==> src/rtl/uart_rx_byte.sv <==
// uart_rx_byte: 8N1 UART receiver, LSB first, mid-bit sampling off a synchronised line; holds last good byte.
// Latency: SYNC_STAGES + CLKS_PER_BIT/2 + 9*CLKS_PER_BIT + 1 cycles from start-bit pin edge to o_RX_DV.
// Backpressure: none; the line cannot be stalled, so o_RX_DV / o_Frame_Err are one-cycle strobes.
// Optional: define UART_RX_PARITY_EN to add an even-parity bit between the data bits and the stop bit.
module uart_rx_byte #(
    parameter int CLKS_PER_BIT = 217,
    parameter int SYNC_STAGES  = 2
) (
    input  logic       i_Clk,
    input  logic       i_Rst_L,
    input  logic       i_RX_Serial,
    output logic       o_RX_DV,
    output logic [7:0] o_RX_Byte,
    output logic       o_Frame_Err,
    output logic       o_Busy
);
    localparam int CW = $clog2(CLKS_PER_BIT);
    localparam logic [CW-1:0] HALF_LAST = CW'(CLKS_PER_BIT / 2 - 1);
    localparam logic [CW-1:0] BIT_LAST  = CW'(CLKS_PER_BIT - 1);

    typedef enum logic [2:0] {
        S_IDLE   = 3'd0,
        S_START  = 3'd1,
        S_DATA   = 3'd2,
        S_STOP   = 3'd3,
        S_BREAK  = 3'd4
`ifdef UART_RX_PARITY_EN
        , S_PARITY = 3'd5
`endif
    } state_t;

    state_t                 state_q, state_d;
    logic [SYNC_STAGES-1:0] sync_q, sync_d;
    logic [CW-1:0]          cnt_q, cnt_d;
    logic [2:0]             idx_q, idx_d;
    logic [7:0]             shift_q, shift_d;
    logic [7:0]             byte_q, byte_d;
    logic                   dv_q, dv_d;
    logic                   err_q, err_d;
    logic                   rx_s;
    logic                   half_hit;
    logic                   bit_hit;
    logic                   frame_ok;

    assign sync_d   = {sync_q[SYNC_STAGES-2:0], i_RX_Serial};
    assign rx_s     = sync_q[SYNC_STAGES-1];
    assign half_hit = (cnt_q == HALF_LAST);
    assign bit_hit  = (cnt_q == BIT_LAST);

`ifdef UART_RX_PARITY_EN
    logic par_ok_q, par_ok_d;
    assign frame_ok = par_ok_q;
`else
    assign frame_ok = 1'b1;
`endif

    always_ff @(posedge i_Clk or negedge i_Rst_L) begin
        if (!i_Rst_L) begin
            state_q  <= S_IDLE;
            sync_q   <= '1;
            cnt_q    <= '0;
            idx_q    <= '0;
            shift_q  <= '0;
            byte_q   <= '0;
            dv_q     <= 1'b0;
            err_q    <= 1'b0;
`ifdef UART_RX_PARITY_EN
            par_ok_q <= 1'b0;
`endif
        end else begin
            state_q  <= state_d;
            sync_q   <= sync_d;
            cnt_q    <= cnt_d;
            idx_q    <= idx_d;
            shift_q  <= shift_d;
            byte_q   <= byte_d;
            dv_q     <= dv_d;
            err_q    <= err_d;
`ifdef UART_RX_PARITY_EN
            par_ok_q <= par_ok_d;
`endif
        end
    end

    always_comb begin
        state_d = state_q;
        case (state_q)
            S_IDLE:  if (!rx_s) state_d = S_START;
            // A line that is high again at mid start bit was a glitch.
            S_START: if (half_hit) state_d = rx_s ? S_IDLE : S_DATA;
`ifdef UART_RX_PARITY_EN
            S_DATA:   if (bit_hit && idx_q == 3'd7) state_d = S_PARITY;
            S_PARITY: if (bit_hit) state_d = S_STOP;
`else
            S_DATA:  if (bit_hit && idx_q == 3'd7) state_d = S_STOP;
`endif
            S_STOP:  if (bit_hit) state_d = rx_s ? S_IDLE : S_BREAK;
            S_BREAK: if (rx_s) state_d = S_IDLE;
            default: state_d = S_IDLE;
        endcase
    end

    always_comb begin
        cnt_d   = cnt_q;
        idx_d   = idx_q;
        shift_d = shift_q;
        byte_d  = byte_q;
        dv_d    = 1'b0;
        err_d   = 1'b0;
`ifdef UART_RX_PARITY_EN
        par_ok_d = par_ok_q;
`endif
        case (state_q)
            S_START: begin
                cnt_d = half_hit ? '0 : cnt_q + CW'(1);
                idx_d = '0;
            end
            S_DATA: begin
                cnt_d = bit_hit ? '0 : cnt_q + CW'(1);
                if (bit_hit) begin
                    shift_d[idx_q] = rx_s;
                    idx_d          = idx_q + 3'd1;
                end
            end
`ifdef UART_RX_PARITY_EN
            S_PARITY: begin
                cnt_d = bit_hit ? '0 : cnt_q + CW'(1);
                if (bit_hit) par_ok_d = (rx_s == ^shift_q);
            end
`endif
            S_STOP: begin
                cnt_d = bit_hit ? '0 : cnt_q + CW'(1);
                if (bit_hit) begin
                    if (rx_s && frame_ok) begin
                        byte_d = shift_q;
                        dv_d   = 1'b1;
                    end else begin
                        err_d  = 1'b1;
                    end
                end
            end
            default: cnt_d = '0;
        endcase
    end

    always_comb begin
        o_Busy = (state_q != S_IDLE);
    end

    assign o_RX_DV     = dv_q;
    assign o_RX_Byte   = byte_q;
    assign o_Frame_Err = err_q;
endmodule

==> config.mk <==
export PLATFORM = sky130hd
export DESIGN_NAME = uart_rx_byte
export DESIGN_NICKNAME = d
export VERILOG_FILES = /design/src/rtl/uart_rx_byte.sv
export SDC_FILE = /design/constraint.sdc
export NUM_CORES = 1
export LEC_CHECK = 0
export CELL_PAD_IN_SITES_DETAIL_PLACEMENT = 0
export CELL_PAD_IN_SITES_GLOBAL_PLACEMENT = 1
export CORE_UTILIZATION = 35
export CTS_BUF_LIST = sky130_fd_sc_hd__clkbuf_2
export CTS_CLUSTER_SIZE = 24
export DETAILED_ROUTE_END_ITERATION = 10
export PLACE_DENSITY = 0.7
export SYNTH_ARGS = -nofsm -noshare
export SYNTH_HDL_FRONTEND = slang
export SYNTH_SLANG_ARGS = --single-unit
export TNS_END_PERCENT = 30
==> constraint.sdc <==
create_clock -name i_Clk -period 1.8 [get_ports i_Clk]
set_clock_uncertainty 0.05 [all_clocks]
set_input_delay 0.36 -clock i_Clk [delete_from_list [all_inputs] [get_ports i_Clk]]
set_output_delay 0.36 -clock i_Clk [all_outputs]
set_load 0.005 [all_outputs]
==> results of run 1 <==
-- state kept, by name, summed over array words and instances (netlist names) --
name	cells
state_q	3
cnt_q	8
shift_q	8
sync_q	2
o_Frame_Err	1
idx_q	3
o_RX_DV	1
o_RX_Byte	8
-- routing by layer --
layer / vias up / GRT usage, % / part of all wire [%]
met2: 15 / 24.8 / 49
met1: 670 / 18.9 / 47
met3: 4 / 3.79 / 2.4
met5: - / 0 / 0
li1: 614 / - / -
met4: 0 / 6.20 / 0.90
-- cells by family (layout without fill, tap and decap cells) --
kind of cell               Yosys count  after routing  synth area share, %
and+or+nand+nor                     53             53                 19.8
adders and majority gates            4              4                 2.74
muxes                               16             16                 9.88
xor gates and xnor gates             3              3                 1.44
DFF                                 34             34                 46.8
AOI/OAI and AO/OA                   25             25                 12.8
buffers and inverters               17             43                 6.65
-- timing repair --
action | CTS | global route
setup buffers | 0 | 1
resized for setup | 4 | 5
setup endpoints to repair | 11 | 21
endpoints found under the hold margin | 0 | 0
pin swaps | 0 | 1
-- worst max path at each step --
stage              endpoint  slack [ns]  cells past startpoint       start
2_1_floorplan    shift_q[2]        0.17                      7    cnt_q[0]
3_3_place_gp     shift_q[6]        0.05                      5    cnt_q[0]
5_1_grt          shift_q[6]       -0.06                      5    cnt_q[1]
6_report         shift_q[6]        0.02                      5    cnt_q[0]
3_5_place_dp   o_RX_Byte[1]       -0.02                      5    cnt_q[0]
4_1_cts              o_Busy       -0.03                      2  state_q[2]
-- synthesized netlist by cell type (2+ instances only) --
master    number
nand2b_1       2
or3_1          4
dfrtp_1       32
and3b_1        2
ha_1           4
inv_1          4
nor4b_1        2
xor2_1         2
o21ai_0        5
nor2_1         4
buf_6          5
a211oi_2       5
nand4_1        7
nor4_1         3
buf_2          2
mux2_1         4
nor2b_1        4
a21oi_1        2
mux2_2        12
nand4b_1       3
dfstp_2        2
clkbuf_1       2
o211ai_1       3
nand2_1        7
nand3_1        4
or3b_2         2
a221oi_2       3
-- stage by stage --
step           setup slack (ns)  instance area (um2)  hold slack [ns]  setup TNS (ns)
2_1_floorplan             0.167                 1820           0.0144               0
3_3_place_gp             0.0453                 2060            0.298               0
3_5_place_dp            -0.0210                 2060            0.300         -0.0541
4_1_cts                 -0.0294                 2130            0.283         -0.0294
5_1_grt                 -0.0648                 2150            0.248         -0.0669
6_report                 0.0198                 2150            0.311               0
-- final cells by class --
type	instances	area, um2	share of cell area (%)
inverters	5	18.8	0.873
multi-input cells	101	871	40.5
well taps	67	83.8	3.90
repair buffers	30	253	11.8
clock inverters	3	45.0	2.10
clock buffers	5	25.0	1.16
flip-flops and latches	34	853	39.7
-- worst reg2reg max path: cells and delay by family, from the launching register on --
kind | cells | cell delay [ns]
buf+inv | 1 | 0.06
simple gates | 2 | 0.61
mux | 1 | 0.37
flops | 1 | 0.44
fa+ha+maj | 1 | 0.16
-- report_power, final --
group	internal (mW)	total (mW)	switching [mW]	leakage [nW]
Sequential	0.769	0.774	0.00549	0.453
Combinational	0.00615	0.0209	0.0148	0.397
Clock	0.234	0.513	0.279	0.0352
==> metrics.csv, run 1 <==
metric,value,unit
status,finished clean,
HP Class,in2reg,
RR Startpoint,cnt_q[0],
Post-synth EDFFs,0,
wire length of the first global-routing pass,6220,um
post-route ant nets,0,
Cells after Synth,152,
drt first pass iters,4,
share of the synthesized area in the top cell type,43.9,%
CP startpoint kind,flip-flop,
CTS Hold Bufs,0,
#FFs+latches synth,34,
vias in the first global route,1309,
Min-Delay Endpoint,sync_q[0],
Setup CP Type,reg2reg,
critical path endpoint category,flip-flop,
routed length per instance,15.0,um
Syn Area/Cell,12.0,um2
CP max FO,4,
Reg2Reg Depth,5,
Worst R2R End,shift_q[6],
asr flop ratio synth,100,%
Post-Syn Area,1820,um2
"Power, Total",1.31,mW
Die Y,74.2,um
"Slew Viols, Final",0,
Cells after DPL,236,
worst hold start,i_RX_Serial,
io pins,14,
flop2flop setup slack,0.02,ns
Post-DP HPWL,2570,um
Die ar.,5500,um2
unrepaired setup endpoints after global routing,true,
final hold violation count,0,
Final Routed Wirelength,3680,um
Routability Congestion,0.756,
CTS max path bufs,2,
Tmin final,1.78,ns
Max Cap Violations,0,
Residual DRC,0,
H-tree levels,2,
Clock transition at path regs,0.19,ns
CTS tree,built,
row cnt,25,
most frequent cells in the layout,"32 x dfrtp_1, 17 x buf_4, 12 x mux2_2, 12 x clkdlybuf4s50_1",
CP peak stage delay,0.44,ns
"commonest non-fill, non-tap cell in the layout",dfrtp_1,
P&R area growth vs syn,17.8,%
die width,74.2,um
syn_nets,159,
total grt overflow,0,
Top delay family on crit path,simple AND/OR/NAND/NOR gates,
CP cell instances,"inv_1, ha_1, nand4b_1, nor4_2, mux2_2",
max frequency,562,MHz
Netlist cell types,48,
vias per inst,5.32,
share of post-route cells with drive strength above 1,33.1,%
slowest CP cell,dfrtp_1,
# port buffers,13,
pin count of the biggest net entering global routing,35,
"Primary FF master, synth",dfrtp_1,
sequential-to-total area share from yosys stat,46.8,%
worst skew pair latency,0.38,ns
Yosys warnings,0,
static leakage,0.885,nW
Synth area leader,dfrtp_1,
final core utilization,44.1,%
Layout Cells excl Fill,245,
initial antenna violation count,0,
hold depth,1,
Required @ worst endpoint,2.04,ns
final setup violation count,0,
root buffer cell,clkbuf_2,
1st-iter DRT viols,48,
CTS buffer count,5,
Via Count,1303,
buffer and inverter count on the worst path,1,
Core Area,4880,um2
PD cells,609,nW/um2
CTS Sinks,34,
starting density of the core,37.4,%
slew margin rel.,70.7,%
Peak VDD IR,0.346,mV
nets,184,
overall routing resource usage,15.1,%
Critical Path AT,2.02,ns
"top cells by area, synth","dfrtp_1 44%, mux2_2 7.4%, a211oi_2 3.4%",
fraction of the cycle the final worst path needs,98.9,%
diode count,0,
Worst Tran Pin Value,0.437,ns
Layout fillers,475,
Note: power is estimated with default switching activity, not from simulation.
==> run 2: changes to the inputs <==
==> constraint.sdc (replaced) <==
create_clock -name i_Clk -period 1.8 [get_ports i_Clk]
set_clock_uncertainty 0.05 [all_clocks]
set_input_delay 0.27 -clock i_Clk [delete_from_list [all_inputs] [get_ports i_Clk]]
set_output_delay 0.27 -clock i_Clk [all_outputs]
set_load 0.005 [all_outputs]
==> run 2 against run 1 <==
Effect of this change: first-iteration DRC count is 100% higher; cell count unchanged; highest routed layer unchanged; sequential share of layout area rose by 0.81 points.
==> metrics.csv, run 2 (synthesized netlist as in run 1, its figures left out) <==
metric,value,unit,change
status,finished clean,,
Final Routed Wirelength,3940,um,+7.1%
post-route ant nets,0,,unchanged
max frequency,563,MHz,+0.22%
CTS max path bufs,2,,unchanged
wire length of the first global-routing pass,6570,um,+5.7%
pin count of the biggest net entering global routing,35,,unchanged
unrepaired setup endpoints after global routing,true,,
final hold violation count,0,,unchanged
root buffer cell,clkbuf_2,,
fraction of the cycle the final worst path needs,98.7,%,-0.21 points
Tmin final,1.78,ns,-0.00385 ns
CP peak stage delay,0.43,ns,about the same
Placed Area,2030,um2,-1.1%
H-tree levels,2,,unchanged
Storage cell area,857,um2,+0.44%
Clock transition at path regs,0.22,ns,+0.03 ns
Peak VDD IR,0.379,mV,+9.5%
HP Class,in2async,,
drt first pass iters,4,,unchanged
io pins,14,,unchanged
routed length per instance,16.1,um,+7.1%
buffer and inverter count on the worst path,1,,unchanged
PD cells,552,nW/um2,-9.3%
die width,74.2,um,unchanged
"commonest non-fill, non-tap cell in the layout",dfrtp_1,,
initial antenna violation count,0,,unchanged
slew margin rel.,71.7,%,+1.1 points
most frequent cells in the layout,"29 x dfrtp_1, 16 x buf_4, 12 x mux2_2, 12 x clkdlybuf4s50_1",,
1st-iter DRT viols,98,,+100%
row cnt,25,,unchanged
Worst Tran Pin Value,0.424,ns,-0.0130 ns
Layout Cells excl Fill,245,,unchanged
CTS Hold Bufs,0,,unchanged
static leakage,0.881,nW,-0.55%
Required @ worst endpoint,2.05,ns,about the same
Cells after DPL,233,,-1.3%
Fin Hold WS,0.176,ns,-0.135 ns
diode count,0,,unchanged
Die ar.,5500,um2,unchanged
CP startpoint kind,flip-flop,,
total grt overflow,0,,unchanged
"Slew Viols, Final",0,,unchanged
Multi-input gate area,870,um2,-0.14%
Max Cap Violations,0,,unchanged
Reg2Reg Depth,5,,unchanged
vias in the first global route,1441,,+10%
Top delay family on crit path,simple AND/OR/NAND/NOR gates,,
critical path endpoint category,flip-flop,,
CP cell instances,"inv_1, ha_2, nand4b_1, nor4_1, mux2_2",,
WP depth,5,,unchanged
worst skew pair latency,0.42,ns,+0.04 ns
share of post-route cells with drive strength above 1,32.6,%,-0.56 points
nets,184,,unchanged
fin area,2120,um2,-1.6%
Via Count,1354,,+3.9%
CP max FO,3,,-1
Setup CP Type,reg2reg,,
vias per inst,5.53,,+3.9%
final setup violation count,0,,unchanged
Layout fillers,493,,+3.8%
Post-DP HPWL,2590,um,+0.60%
CTS buffer count,5,,unchanged
P&R area growth vs syn,16.0,%,
# port buffers,13,,unchanged
Critical Path AT,2.02,ns,about the same
slowest CP cell,dfrtp_1,,
"Power, Total",1.17,mW,-11%
Routability Congestion,0.794,,+4.9%
Residual DRC,0,,unchanged
Core Area,4880,um2,unchanged
CTS tree,built,,
overall routing resource usage,16.1,%,+0.99 points
CTS Sinks,34,,unchanged
Die Y,74.2,um,unchanged
final core utilization,43.4,%,-0.69 points
starting density of the core,37.4,%,unchanged
run 2: changes by cell type in the layout (fill, tap and decap cells not counted), moves of 2 or more:
cell     previous run  this run
dfrtp_2             0         3
dfrtp_1            32        29
nor4_2              2         0
nor4_1              1         3
run 2: layout make-up:
type	count	area share, %
clock buffer	5	1.18
tap	67	3.96
sequential	34	40.5
timing repair buffer	29	11.6
clock inverter	3	0.769
inverter	5	0.887
multi-input combinational	102	41.1
run 2: path summary, 6_finish.rpt:
path / start / slack (ns) / end
worst max-delay path: cnt_q[0] / 0.02 / shift_q[7]
worst min-delay path: i_Rst_L / 0.18 / o_Frame_Err
worst max register to register: cnt_q[0] / 0.02 / shift_q[7]
worst min register to register: sync_q[0] / 0.32 / sync_q[1]
max in group asynchronous: i_Rst_L / 1.15 / sync_q[1]
min in group i_Clk: i_RX_Serial / 0.22 / sync_q[0]
run 2: repair_timing:
item | 4_1_cts | 5_1_grt
endpoints found under the setup margin | 9 | 15
pin swaps | 0 | 0
resized for setup | 5 | 4
gates cloned | 0 | 1
endpoints found under the hold margin | 0 | 0
buffers inserted | 2 | 1
run 2: layer usage:
| layer | share of wire, % | GRT usage [%] | vias up |
|---|---|---|---|
| met3 | 3.3 | 4.74 | 9 |
| met1 | 44 | 17.7 | 694 |
| met4 | 1.6 | 6.62 | 0 |
| li1 | - | - | 622 |
| met5 | 0 | 0 | - |
| met2 | 51 | 28.9 | 29 |
run 2: metrics by stage:
| stage | setup WS, ns | setup TNS (ns) |
|---|---|---|
| 6_report | 0.0237 | 0 |
| 4_1_cts | -0.0119 | -0.0119 |
| 3_5_place_dp | -0.0112 | -0.0113 |
| 3_3_place_gp | 0.0670 | 0 |
| 5_1_grt | -0.0446 | -0.0784 |
| 2_1_floorplan | 0.167 | 0 |
run 2: worst reg2reg max path, delay by kind of cell (launching register included):
family,cells,cell delay (ns)
simple gates,2,0.57
flops,1,0.43
mux,1,0.38
fa+ha+maj,1,0.19
buf+inv,1,0.07
run 2: report_power, final:
group	total, mW	switching, mW	internal (mW)
sequential	0.774	0.00527	0.769
clock	0.373	0.285	0.0886
combinational	0.0208	0.0147	0.00615
total	1.17	0.304	0.864
